<file path="config.mk">
export PLATFORM = sky130hd
export DESIGN_NAME = alu_issue_stage
export DESIGN_NICKNAME = d
export VERILOG_FILES = /design/src/rtl/alu_issue_stage.sv
export SDC_FILE = /design/constraint.sdc
export NUM_CORES = 1
export LEC_CHECK = 0
export BUFFER_PORTS_ARGS = -buffer_cell sky130_fd_sc_hd__buf_2
export CAP_MARGIN = 20
export CORE_MARGIN = 2
export CORE_UTILIZATION = 51
export DETAILED_ROUTE_END_ITERATION = 8
export PLACE_DENSITY_LB_ADDON = 0.05
export SETUP_SLACK_MARGIN = 0.1
export SLEW_MARGIN = 0
export SYNTH_ARGS = -nofsm -noshare
export SYNTH_HDL_FRONTEND = slang
export SYNTH_SLANG_ARGS = --single-unit
</file>
<file path="constraint.sdc">
create_clock -name clk -period 13.4 [get_ports clk]
set_clock_uncertainty 0.05 [all_clocks]
set_input_delay 4.02 -clock clk [delete_from_list [all_inputs] [get_ports clk]]
set_output_delay 4.02 -clock clk [all_outputs]
set_load 0.03 [all_outputs]
</file>
<file path="src/rtl/alu_issue_stage.sv">
// alu_issue_stage: decodes a MIPS-I integer instruction into the ALU opcode,
// selects and extends the operands, and registers the results as the ID/EX
// pipeline register with stall and flush handling.
module alu_issue_stage #(
    parameter int RESET_PC_VALID = 0
) (
    input  logic        clk,
    input  logic        rst,
    input  logic        id_valid,
    input  logic [31:0] id_instr,
    input  logic [31:0] id_rs_data,
    input  logic [31:0] id_rt_data,
    input  logic        stall,
    input  logic        flush,
    output logic        id_ready,
    output logic        ex_valid,
    output logic [3:0]  ex_alu_ctrl,
    output logic [31:0] ex_a,
    output logic [31:0] ex_b,
    output logic [4:0]  ex_dest,
    output logic        ex_reg_write,
    output logic        ex_mem_read,
    output logic        ex_mem_write,
    output logic [31:0] ex_store_data,
    output logic        ex_illegal
);

    localparam logic [3:0] ALU_AND = 4'b0000;
    localparam logic [3:0] ALU_OR  = 4'b0001;
    localparam logic [3:0] ALU_ADD = 4'b0010;
    localparam logic [3:0] ALU_XOR = 4'b0011;
    localparam logic [3:0] ALU_SUB = 4'b0110;
    localparam logic [3:0] ALU_SLT = 4'b0111;
    localparam logic [3:0] ALU_SLL = 4'b1000;
    localparam logic [3:0] ALU_LUI = 4'b1001;
    localparam logic [3:0] ALU_SRL = 4'b1010;
    localparam logic [3:0] ALU_SRA = 4'b1011;

    localparam logic RESET_VALID = (RESET_PC_VALID != 0);

    logic [5:0]  op;
    logic [5:0]  funct;
    logic [4:0]  rt_field;
    logic [4:0]  rd_field;
    logic [4:0]  shamt;
    logic [31:0] imm_se;
    logic [31:0] imm_ze;

    // The rs field is not decoded here: rs data arrives already read and forwarded.
    logic unused_rs_field;
    assign unused_rs_field = ^id_instr[25:21];

    assign op       = id_instr[31:26];
    assign rt_field = id_instr[20:16];
    assign rd_field = id_instr[15:11];
    assign shamt    = id_instr[10:6];
    assign funct    = id_instr[5:0];
    assign imm_se   = {{16{id_instr[15]}}, id_instr[15:0]};
    assign imm_ze   = {16'h0000, id_instr[15:0]};

    // Decode may advance whenever the EX register is not being held.
    assign id_ready = !stall;

    logic [3:0]  dec_alu_ctrl;
    logic [31:0] dec_a;
    logic [31:0] dec_b;
    logic [4:0]  dec_dest;
    logic        dec_reg_write;
    logic        dec_mem_read;
    logic        dec_mem_write;
    logic        dec_illegal;

    // Combinational decode of the instruction currently presented by ID.
    always_comb begin
        dec_alu_ctrl  = ALU_AND;
        dec_a         = id_rs_data;
        dec_b         = id_rt_data;
        dec_dest      = rt_field;
        dec_reg_write = 1'b1;
        dec_mem_read  = 1'b0;
        dec_mem_write = 1'b0;
        dec_illegal   = 1'b0;

        case (op)
            6'h00: begin
                dec_dest = rd_field;
                case (funct)
                    6'h20, 6'h21: dec_alu_ctrl = ALU_ADD;
                    6'h22, 6'h23: dec_alu_ctrl = ALU_SUB;
                    6'h24:        dec_alu_ctrl = ALU_AND;
                    6'h25:        dec_alu_ctrl = ALU_OR;
                    6'h26:        dec_alu_ctrl = ALU_XOR;
                    6'h2A:        dec_alu_ctrl = ALU_SLT;
                    6'h00: begin
                        dec_alu_ctrl = ALU_SLL;
                        dec_a        = {27'b0, shamt};
                    end
                    6'h02: begin
                        dec_alu_ctrl = ALU_SRL;
                        dec_a        = {27'b0, shamt};
                    end
                    6'h03: begin
                        dec_alu_ctrl = ALU_SRA;
                        dec_a        = {27'b0, shamt};
                    end
                    6'h04:        dec_alu_ctrl = ALU_SLL;
                    6'h06:        dec_alu_ctrl = ALU_SRL;
                    6'h07:        dec_alu_ctrl = ALU_SRA;
                    default:      dec_illegal  = 1'b1;
                endcase
            end
            6'h08, 6'h09: begin
                dec_alu_ctrl = ALU_ADD;
                dec_b        = imm_se;
            end
            6'h0A: begin
                dec_alu_ctrl = ALU_SLT;
                dec_b        = imm_se;
            end
            6'h0C: begin
                dec_alu_ctrl = ALU_AND;
                dec_b        = imm_ze;
            end
            6'h0D: begin
                dec_alu_ctrl = ALU_OR;
                dec_b        = imm_ze;
            end
            6'h0E: begin
                dec_alu_ctrl = ALU_XOR;
                dec_b        = imm_ze;
            end
            6'h0F: begin
                dec_alu_ctrl = ALU_LUI;
                dec_a        = 32'h0;
                dec_b        = imm_ze;
            end
            6'h23: begin
                dec_alu_ctrl = ALU_ADD;
                dec_b        = imm_se;
                dec_mem_read = 1'b1;
            end
            6'h2B: begin
                dec_alu_ctrl  = ALU_ADD;
                dec_b         = imm_se;
                dec_mem_write = 1'b1;
                dec_reg_write = 1'b0;
            end
            6'h04, 6'h05: begin
                dec_alu_ctrl  = ALU_SUB;
                dec_reg_write = 1'b0;
            end
            default: dec_illegal = 1'b1;
        endcase

        if (dec_illegal) begin
            dec_alu_ctrl  = ALU_AND;
            dec_a         = 32'h0;
            dec_b         = 32'h0;
            dec_dest      = 5'd0;
            dec_reg_write = 1'b0;
            dec_mem_read  = 1'b0;
            dec_mem_write = 1'b0;
        end

        // Writes to $0 are discarded, which also makes 0x00000000 a no-op.
        if (dec_dest == 5'd0) begin
            dec_reg_write = 1'b0;
        end
    end

    // ID/EX register: flush beats stall, stall holds, an empty slot loads a bubble.
    always_ff @(posedge clk or posedge rst) begin
        if (rst) begin
            ex_valid      <= RESET_VALID;
            ex_alu_ctrl   <= ALU_AND;
            ex_a          <= 32'h0;
            ex_b          <= 32'h0;
            ex_dest       <= 5'd0;
            ex_reg_write  <= 1'b0;
            ex_mem_read   <= 1'b0;
            ex_mem_write  <= 1'b0;
            ex_store_data <= 32'h0;
            ex_illegal    <= 1'b0;
        end else if (flush || (!stall && !id_valid)) begin
            ex_valid      <= 1'b0;
            ex_alu_ctrl   <= ALU_AND;
            ex_a          <= 32'h0;
            ex_b          <= 32'h0;
            ex_dest       <= 5'd0;
            ex_reg_write  <= 1'b0;
            ex_mem_read   <= 1'b0;
            ex_mem_write  <= 1'b0;
            ex_store_data <= 32'h0;
            ex_illegal    <= 1'b0;
        end else if (!stall) begin
            ex_valid      <= 1'b1;
            ex_alu_ctrl   <= dec_alu_ctrl;
            ex_a          <= dec_a;
            ex_b          <= dec_b;
            ex_dest       <= dec_dest;
            ex_reg_write  <= dec_reg_write;
            ex_mem_read   <= dec_mem_read;
            ex_mem_write  <= dec_mem_write;
            ex_store_data <= id_rt_data;
            ex_illegal    <= dec_illegal;
        end
    end

endmodule

</file>
======== Word-level counts from Yosys, hierarchy flattened ========
Cells that the tools add are included.
storage, ports and cells
  flip-flop bits (word level) ............. 110
  output and inout bits ................... 111
operators by class
  equality and inequality tests ........... 25
  mux-type cells .......................... 39
  reduce and logical (&&, ||, !) cells .... 20
operator list
  operator                                             number
  2-to-1 mux 32 bit                                    9
  case mux 32 bit (2 select lines)                     2
  equality test 6 bit, second input constant           10
  equality test 6 x 4 -> 1 bit, second input constant  7
  case mux 4 bit (8 select lines)                      1
  equality test 6 x 3 -> 1 bit, second input constant  5
  case mux 4 bit (7 select lines)                      1
  2-to-1 mux 5 bit                                     4
  2-to-1 mux 1 bit                                     18
  OR reduction 14 bit                                  1
  equality test 6 x 2 -> 1 bit, second input constant  2
  logical NOT 6 bit                                    2
  2-to-1 mux 4 bit                                     3
  OR reduction 2 bit                                   6
  OR reduction 11 bit                                  1
  OR reduction 4 bit                                   2
  OR reduction 3 bit                                   2
  logical NOT 5 bit                                    1
  OR reduction 5 bit                                   1
  logical NOT 1 bit                                    2
  != test 2 x 1 -> 1 bit, second input constant        1
  case mux 1 bit (2 select lines)                      1
  logical AND 1 bit                                    1
  logical OR 1 bit                                     1

======== Logic depth before layout (Yosys ltp) ========
Gate-level depths: netlist of run 1.
  depth after elaboration ................. 9
  depth in mapped cells ................... 8
  mapped depth without buffers ............ 5

======== Worst setup path before layout of run 1 ========
OpenSTA, ideal clock, no wires.
  kind .................................... input-to-output
  start point ............................. in stall
  end point ............................... out id_ready
  data arrival time ....................... 4.218 ns
  data required time ...................... 9.330 ns
  path slack .............................. 5.112 ns
  stages .................................. 1
  cell sequence ........................... inv_1
on the way
  cells in the longest elaborated chain, start to end .. 1
ends and longest elaborated chain
  item                line  RTL
  start: declaration  13    input logic stall,
  logical NOT 1 bit   n/a
  end: declaration    15    output logic id_ready,
No other way between the ends.

======== Final worst setup path of run 1 ========
Ends and elaborated chain as after synthesis.

==> impl_metrics.csv, run 1 <==
group,metric,value,unit
detailed_routing,drtAntennaViolNets,0,
critical_path,worstPathRequired,9.33,ns
floorplanning,dieHeight,102.3,um
job,cap_viol_max_count,0,
place,gp_congestion,0.8301,
detailed_routing,drc,0,
logic_synthesis,ys.flop_type,"dfrtp_1",
global_route,grt_pass1_vias,3987,
global_route,antenna_found_initial,1,
logic_synthesis,synth_fa_ha_area_share,0,%
logic_synthesis,yosys_warnings,0,
critical_path,setup.worst_path.class,"primary input to output port",
clock_network,root_buffer,"clkbuf_8",
power_and_ir_drop,max-vdd-ir-drop,0.07807,mV
logic_synthesis,synthCells,443,
sta,finalSetupTns,0,ns
logic_synthesis,yosysMostFrequentCell,"dfrtp_1",
logic_synthesis,async_flop_share,100.0,%
clock_network,cts.sinks,110,
floorplanning,ioPinCount,212,
floorplanning,die-area,10470,um^2
critical_path,crit_path_max_fanout,3,
logic_synthesis,syn_area,4928,um^2
logic_synthesis,synth_edf_count,0,
min_path,min_path_type,"register to register",
cells_and_area,final_layout_size_suffix_gt1_share,38.58,%
detailed_routing,num_vias,4224,
clock_network,numCtsBuffers,9,
detailed_routing,routed_wl,13530,um
logic_synthesis,synth.largest_area_cell,"dfrtp_1",
clock_network,clockBufferDepth,2,
critical_path,reg2reg_to,"ex_store_data[25]$_DFFE_PP0P_",
clock_network,cts_tree,"built",
critical_path,cp.arrival,4.49,ns
logic_synthesis,synthXorXnorAreaFrac,0.1777,%
detailed_routing,drt_first_pass_iters,4,
critical_path,r2r.worst_path.cells,1,
logic_synthesis,synthesis.nets,544,
clock_network,clk_latency,0.35,ns
floorplanning,fp.dieW,102.3,um
clock_network,ctsHoldBuffers,0,
floorplanning,core_area,9328,um^2
global_route,grt_remaining_overflow,0,
sta,setup_viol,0,
global_route,grt_pass1_wl,20400,um
floorplanning,rows,35,
logic_synthesis,synth_common_cells,"dfrtp_1, a22o_1, nand2_1, o21ai_0, mux2i_1",
clock_network,clk_pin_slew_worst_paths,0.10,ns
place,portBuffers,206,
critical_path,critPathLaunchType,"primary input",
detailed_routing,drt_iter0_markers,156,
power_and_ir_drop,clockPowerShare,30.2,%
power_and_ir_drop,power,0.0006177,W
global_route,grt_start_max_net_pins,110,
logic_synthesis,muxShareOfSynthArea,6.372,%
power_and_ir_drop,power.internal,0.0004400,W
place,dp.final_hpwl,9618,um
logic_synthesis,ys_ff_latch,110,
clock_network,cts_setup_buffers,0,
sta,fin_crit,8.555,ns
critical_path,r2r_slack,12.61,ns
sta,max_slew_margin,36.84,%
sta,fin_crit_sh,63.84,%
logic_synthesis,synth_top_family_by_area,"compound AO/OA/AOI/OAI gates",
power_and_ir_drop,leakage,3.386,nW
sta,worst_pin_slew,0.9434,ns
cells_and_area,nNetsFinal,731,
critical_path,end_kind,"output port",
logic_synthesis,synth_simple_gate_area_share,11.17,%
clock_network,cts_max_level,3,
detailed_routing,vias_per_cell,5.522,
cells_and_area,syn_to_final_growth,26.20,%
logic_synthesis,yosys.area.top_type_share,55.85,%
sta,slew_violations,0,
detailed_routing,routedWlPerCell,17.69,um
power_and_ir_drop,swShare,28.77,%
power_and_ir_drop,seq_power_share,55.4,%
sta,max_clock_freq,116.9,MHz
clock_network,cts_resized,0,
logic_synthesis,ys_seq_area_share,55.85,%
global_route,grt_usage,25.17,%
floorplanning,start_util,52.84,%
power_and_ir_drop,powerDensity,99.32,nW/um^2
critical_path,r2r-start,"ex_store_data[25]$_DFFE_PP0P_",
sta,rsz0062_at_grt,"no",
logic_synthesis,postSynthAreaPerCell,11.13,um^2
logic_synthesis,ys_top_cells_by_area,"dfrtp_1, a22o_1, mux2i_1, o21ai_0, nand2_1",
min_path,hold_end,"ex_illegal$_DFFE_PP0P_",
min_path,hold_start,"ex_illegal$_DFFE_PP0P_",
logic_synthesis,yosysUniqueCellTypes,49,
logic_synthesis,synth-compound-area-share,22.32,%
min_path,holdPathStages,2,
power_and_ir_drop,switching_power,0.0001777,W
power_and_ir_drop,combPwrFrac,14.4,%
outcome,outcome,"completed",
sta,finalHoldViolCount,0,
[critical path, cell delays in order]
cell   delay (ns)
buf_2        0.13
inv_1        0.12
buf_2        0.22
[worst max-delay path by stage]
stage / startpoint / end / slack (ns) / depth (start not counted)
2_1_floorplan: stall / id_ready / 5.11 / 1
3_3_place_gp: stall / id_ready / 4.87 / 3
3_5_place_dp: stall / id_ready / 4.85 / 3
4_1_cts: stall / id_ready / 4.85 / 3
5_1_grt: stall / id_ready / 4.81 / 3
6_report: stall / id_ready / 4.84 / 3
[state kept, by name (all words and copies together), names as in the netlist]
| name | cells |
|---|---|
| ex_reg_write | 1 |
| ex_valid | 1 |
| ex_store_data | 32 |
| ex_b | 32 |
| ex_dest | 5 |
| ex_mem_write | 1 |
| ex_a | 32 |
| ex_illegal | 1 |
| ex_mem_read | 1 |
| ex_alu_ctrl | 4 |
[metrics by stage]
stage | instances | setup slack (ns) | hold slack (ns) | area [um^2] | utilization (%)
2_1_floorplan | 443 | 5.112 | 0.5967 | 4928 | -
3_3_place_gp | 747 | 4.870 | 0.3981 | 6007 | 64.40
3_5_place_dp | 747 | 4.853 | 0.4123 | 6007 | 64.40
4_1_cts | 763 | 4.855 | 0.4382 | 6190 | 66.36
5_1_grt | 765 | 4.811 | 0.4519 | 6220 | 66.68
6_report | 765 | 4.845 | 0.4354 | 6220 | 66.68
[cells by family (layout without fill, tap and decap cells)]
family	after synthesis	in the layout
flops	110	110
simple gates	105	105
compound gates	154	154
mux	31	31
buf+inv	42	234
xor+xnor	1	1
other cells	0	1
[cells in the final DEF, fill, tap and decap left out, types with 2 or more instances in the layout]
cell / n
clkbuf_8: 9
nand3b_1: 2
inv_1: 4
a22o_1: 59
o21ai_1: 5
o211ai_1: 2
a2111oi_4: 2
and2_1: 4
inv_6: 2
dfrtp_1: 110
mux2i_1: 28
o21ai_0: 50
clkinv_2: 2
a2bb2oi_1: 2
mux2_2: 3
clkinvlp_4: 2
a32oi_1: 2
nor3_1: 4
nand2b_1: 6
nand2_1: 56
buf_4: 6
buf_2: 206
nor4b_4: 2
nor2_1: 8
nor2b_1: 7
a21oi_1: 20
nand4b_1: 2
nand3_1: 5
a32o_1: 2
[power by group through the flow]
stage	clock, W	combinational (W)	sequential, W
after global placement	0	0.0000864	0.000348
final	0.000187	0.0000890	0.000342
after floorplan	0	0.0000397	0.000363
after global routing	0.000203	0.0000968	0.000343
after CTS	0.000191	0.0000883	0.000342
after detailed placement	0	0.0000881	0.000349
[cell type report]
type / count / area [um^2]
multi-input cells: 291 / 1996
clock buffers: 9 / 123.9
clock inverters: 7 / 58.81
fillers: 774 / 3108
flip-flops and latches: 110 / 2753
diodes: 1 / 2.502
inverters: 5 / 21.27
repair buffers: 213 / 1104
well taps: 129 / 161.4
[layer usage]
metal,wire (um),GRT usage (%),share of wire (%),up-vias
li1,-,-,-,1983
met1,5801,33.96,43,2057
met2,6566,40.64,49,165
met3,969,5.746,7.2,19
met4,197,8.205,1.5,0
met5,0,0,0,-
No activity file was read; power rests on OpenSTA's default activity.
==> inputs of run 2 (changes only) <==
- ABC_AREA: unset -> 1
- CORE_UTILIZATION: 51 -> 43
- clock period: 13.4 -> 7.27 ns (I/O delays scaled with it)
==> impl_metrics.csv, run 2 <==
group,metric,value,unit
outcome,outcome,"completed",
clock_network,numCtsBuffers,9,
clock_network,clk_pin_slew_worst_paths,0.07,ns
cells_and_area,syn_to_final_growth,25.88,%
clock_network,clockBufferDepth,2,
detailed_routing,drt_first_pass_iters,5,
sta,worst_pin_slew,1.022,ns
cells_and_area,seqCellArea,2753,um^2
detailed_routing,routed_wl,14130,um
sta,max_clock_freq,199.9,MHz
cells_and_area,final_layout_size_suffix_gt1_share,34.08,%
clock_network,cts_resized,0,
global_route,grt_start_max_net_pins,100,
global_route,grt_usage,23.01,%
cells_and_area,antenna_cells,0,
clock_network,cts_setup_buffers,0,
sta,fin_crit,5.003,ns
logic_synthesis,synth.largest_area_cell,"dfrtp_1",
floorplanning,dieHeight,112.4,um
sta,finalSetupTns,0,ns
logic_synthesis,ys_ff_latch,110,
global_route,grt_pass1_wl,23320,um
logic_synthesis,async_flop_share,100.0,%
power_and_ir_drop,leakage,3.631,nW
floorplanning,core_area,11470,um^2
critical_path,end_kind,"output port",
detailed_routing,num_vias,4671,
sta,postLayoutSetupSlackWorst,2.267,ns
sta,finalHoldViolCount,0,
power_and_ir_drop,max-vdd-ir-drop,0.1495,mV
sta,rsz0062_at_grt,"no",
cells_and_area,final_common_cell,"buf_2",
floorplanning,rows,39,
floorplanning,start_util,44.09,%
logic_synthesis,yosys_warnings,0,
floorplanning,fp.dieW,112.4,um
detailed_routing,drtAntennaViolNets,0,
sta,slew_violations,0,
logic_synthesis,synth_common_cells,"nand2_1, dfrtp_1, o21ai_1, o21ai_0",
place,portBuffers,206,
place,dp.cells,882,
sta,hold_ws,0.4253,ns
sta,fin_crit_sh,68.82,%
logic_synthesis,synth_edf_count,0,
logic_synthesis,synthCells,562,
critical_path,setup.worst_path.class,"primary input to output port",
logic_synthesis,ys_top_cells_by_area,"dfrtp_1, nand2_1, a22o_1, o21ai_1, o21ai_0",
logic_synthesis,yosys.area.top_type_share,54.44,%
logic_synthesis,yosysMostFrequentCell,"nand2_1",
logic_synthesis,synthesis.nets,663,
detailed_routing,drc,0,
detailed_routing,vias_per_cell,5.207,
logic_synthesis,yosysUniqueCellTypes,28,
clock_network,cts.sinks,110,
global_route,antenna_found_initial,0,
clock_network,root_buffer,"clkbuf_16",
clock_network,ctsHoldBuffers,0,
sta,setup_viol,0,
min_path,min_path_type,"register to register",
cells_and_area,fillers,1121,
cells_and_area,reg.largest.list,"ex_a (32), ex_b (32), ex_store_data (32)",
job,cap_viol_max_count,0,
cells_and_area,final_cell_mix,"buf_2, nand2_1, dfrtp_1, o21ai_1, o21ai_0",
global_route,grt_pass1_vias,4669,
place,gp_congestion,0.8726,
floorplanning,ioPinCount,212,
detailed_routing,drt_iter0_markers,322,
cells_and_area,nNetsFinal,851,
place,pre_cts_ws,2.262,ns
logic_synthesis,ys.flop_type,"dfrtp_1",
global_route,grt_remaining_overflow,0,
logic_synthesis,ys_seq_area_share,54.44,%
power_and_ir_drop,powerDensity,198.5,nW/um^2
critical_path,cp.arrival,2.77,ns
critical_path,worstPathRequired,5.04,ns
place,dp.final_hpwl,9728,um
detailed_routing,routedWlPerCell,15.75,um
clock_network,clk_latency,0.34,ns
cells_and_area,multi_input_area,1959,um^2
power_and_ir_drop,power,0.001264,W
critical_path,critPathLaunchType,"primary input",
logic_synthesis,syn_area,5056,um^2
logic_synthesis,postSynthAreaPerCell,8.997,um^2
critical_path,crit_path_max_fanout,7,
cells_and_area,final_cells,897,
clock_network,cts_tree,"built",
floorplanning,die-area,12640,um^2
sta,max_slew_margin,31.86,%
clock_network,cts_max_level,3,
run 2: cell types whose count changed in the layout (fill, tap and decap cells not counted), moves of 27 or more:
cell and change:
nand2_1 +102, o21ai_1 +39, nand4_1 +31, mux2i_1 -28, a22o_1 -27, inv_1 +27
run 2: cells by family (layout without fill, tap and decap cells):
| family | Yosys count | after routing | synth area share, % |
|---|---|---|---|
| compound gates | 123 | 123 | 14.77 |
| buf+inv | 74 | 266 | 6.879 |
| flops | 110 | 110 | 54.44 |
| simple gates | 255 | 255 | 23.90 |
run 2: routing by layer:
layer	vias up	wire, um	track usage, %
met3	23	803	3.564
met5	-	0	0
met4	0	368	8.943
met1	2218	6325	31.60
met2	156	6631	36.99
li1	2274	-	-
run 2: final timing paths:
kind                                         startpoint                             to  slack, ns  cells after the start
setup / recovery                                  stall                       id_ready       2.27                      3
hold / removal                     ex_a[19]$_DFFE_PP0P_           ex_a[19]$_DFFE_PP0P_       0.43                      2
setup reg to reg           ex_store_data[0]$_DFFE_PP0P_   ex_store_data[0]$_DFFE_PP0P_       6.48                      1
hold reg to reg                    ex_a[19]$_DFFE_PP0P_           ex_a[19]$_DFFE_PP0P_       0.43                      2
max in group asynchronous                           rst           ex_a[17]$_DFFE_PP0P_       4.05                      3
min in group asynchronous                           rst  ex_store_data[28]$_DFFE_PP0P_       1.81                      2
run 2: layout make-up:
cell class                 count  area share [%]
clock buffer                  11           3.656
clock inverter                 4          0.3735
inverter                      41           2.457
multi-input combinational    378           30.78
sequential                   110           43.25
tap                          143           2.811
timing repair buffer         210           16.67
run 2: where the power goes:
part | internal [W] | switching (W) | total, W
clock network | 0.000230 | 0.000213 | 0.000443
registers | 0.000629 | 0.00000859 | 0.000637
logic | 0.0000549 | 0.000128 | 0.000183
total | 0.000914 | 0.000350 | 0.00126
run 2: through the flow:
stage	util, %	area [um^2]
finish	55.50	6365
CTS	55.50	6365
global route	55.50	6365
detailed placement	53.27	6108
floorplan	-	5056
global placement	53.27	6108
run 2: critical path, stage by stage:
cell and delay, ns:
buf_2 0.12, clkinv_1 0.21, buf_2 0.25
==> inputs of run 3 (changes only) <==
- CORE_UTILIZATION: 43 -> 48
- clock period: 7.27 -> 4.7 ns (I/O delays scaled with it)
==> impl_metrics.csv, run 3 (synthesis gave the netlist of run 2 again) <==
group,metric,value,unit
clock_network,cts_tree,"built",
clock_network,clk_pin_slew_worst_paths,0.09,ns
power_and_ir_drop,max-vdd-ir-drop,0.1490,mV
global_route,grtUsageMet1,35.27,%
min_path,min_path_type,"register to register",
clock_network,clockBufferDepth,2,
power_and_ir_drop,powerDensity,288.9,nW/um^2
cells_and_area,final_util,61.54,%
cells_and_area,antenna_cells,0,
critical_path,setup.worst_path.class,"primary input to register",
power_and_ir_drop,power,0.001827,W
clock_network,numCtsBuffers,9,
global_route,grtUsageMet3,3.343,%
sta,max_clock_freq,279.2,MHz
cells_and_area,syn_to_final_growth,25.09,%
global_route,grt_util_met2,39.72,%
floorplanning,core_area,10280,um^2
place,portBuffers,206,
outcome,outcome,"completed",
detailed_routing,drt_first_pass_iters,7,
detailed_routing,routed_wl,13960,um
critical_path,crit_path_max_fanout,44,
cells_and_area,final_cells,892,
global_route,grt_start_max_net_pins,83,
sta,finalSetupTns,0,ns
critical_path,worstPathRequired,4.92,ns
critical_path,crit_top_cell,"nor2_4",
critical_path,r2r.worst_path.cells,1,
critical_path,cp_top_family,"simple AND/OR/NAND/NOR gates",
sta,fin_crit,3.582,ns
sta,finalHoldViolCount,0,
place,pre_cts_ws,0.6823,ns
detailed_routing,drt_iter0_markers,347,
global_route,grt_remaining_overflow,0,
sta,fin_crit_sh,76.22,%
floorplanning,dieHeight,106.6,um
critical_path,cp_cell_sequence,"buf_2 -> nor2_1 -> nand3_1 -> nand4_2 -> nor2_4 -> nor2_4 -> nand2_2 -> o21ai_0",
job,cap_viol_max_count,0,
global_route,grt_pass1_vias,4417,
sta,slew_violations,0,
clock_network,ctsHoldBuffers,0,
global_route,grt_usage,24.98,%
power_and_ir_drop,leakage,3.618,nW
place,dp.cells,876,
critical_path,cp.arrival,3.80,ns
critical_path,cpPeakStageDelay,0.71,ns
min_path,holdPathStages,2,
floorplanning,rows,37,
cells_and_area,nNetsFinal,852,
global_route,busiest_layer,"met2",
critical_path,end_kind,"register",
floorplanning,die-area,11370,um^2
critical_path,worst_path_max_delay_cell,"nand2_2",
sta,setup_viol,0,
detailed_routing,drc,0,
detailed_routing,drtAntennaViolNets,0,
detailed_routing,num_vias,4687,
cells_and_area,final_common_cell,"buf_2",
clock_network,cts.sinks,110,
clock_network,clk_latency,0.37,ns
sta,max_slew_margin,37.62,%
critical_path,critPathLaunchType,"primary input",
clock_network,root_buffer,"clkbuf_8",
clock_network,cts_max_level,3,
floorplanning,ioPinCount,212,
place,gp_congestion,0.8710,
cells_and_area,final_layout_size_suffix_gt1_share,34.52,%
sta,rsz0062_at_grt,"no",
detailed_routing,vias_per_cell,5.254,
detailed_routing,routedWlPerCell,15.65,um
clock_network,cts_resized,0,
critical_path,cp_num_buf_inv,1,
place,dp.final_hpwl,9939,um
clock_network,cts_setup_buffers,0,
global_route,grt_pass1_wl,22410,um
sta,worst_pin_slew,0.9324,ns
floorplanning,start_util,49.20,%
floorplanning,fp.dieW,106.6,um
global_route,antenna_found_initial,0,
sta,postLayoutSetupSlackWorst,1.118,ns
cells_and_area,final_cell_mix,"buf_2, nand2_1, dfrtp_1, o21ai_1, o21ai_0",
critical_path,path_depth,8,
cells_and_area,reg.largest.list,"ex_a (32), ex_b (32), ex_store_data (32)",
critical_path,r2r_slack,3.91,ns
run 3: cell count changes in the layout (fill, tap and decap cells not counted), sizes merged:
cell    before  now
buf        210  211
clkbuf      11   12
run 3: area by class of cell:
cell class,count,area (um^2)
Clock buffer,12,165.2
Clock inverter,4,27.53
Fill cell,967,3953
Inverter,41,156.4
Multi-Input combinational cell,378,1959
Sequential cell,110,2753
Tap cell,136,170.2
Timing Repair Buffer,211,1094
run 3: final timing paths:
path | from | end
worst min-delay path | ex_a[16]$_DFFE_PP0P_ | ex_a[16]$_DFFE_PP0P_
min in group asynchronous | rst | ex_a[15]$_DFFE_PP0P_
max in group asynchronous | rst | ex_store_data[7]$_DFFE_PP0P_
worst max register to register | ex_store_data[10]$_DFFE_PP0P_ | ex_store_data[10]$_DFFE_PP0P_
worst max-delay path | id_instr[2] | ex_a[4]$_DFFE_PP0P_
worst min register to register | ex_a[16]$_DFFE_PP0P_ | ex_a[16]$_DFFE_PP0P_
run 3: through the flow:
stage / instance area, um^2 / hold slack (ns)
detailed placement: 6132 / 0.4106
floorplan: 5056 / 0.6073
finish: 6325 / 0.4335
CTS: 6325 / 0.4358
global placement: 6132 / 0.4078
global route: 6325 / 0.4537
run 3: power breakdown:
part	total, W	leakage, nW	internal, W	switching (W)
Sequential	0.000986	1.51	0.000972	0.0000137
Clock	0.000556	0.103	0.000238	0.000318
Combinational	0.000286	2.00	0.0000876	0.000198
run 3: per-layer routing:
metal,vias up,wire (um)
met4,0,264
li1,2261,-
met2,178,6720
met1,2227,6140
met3,21,837
met5,-,0
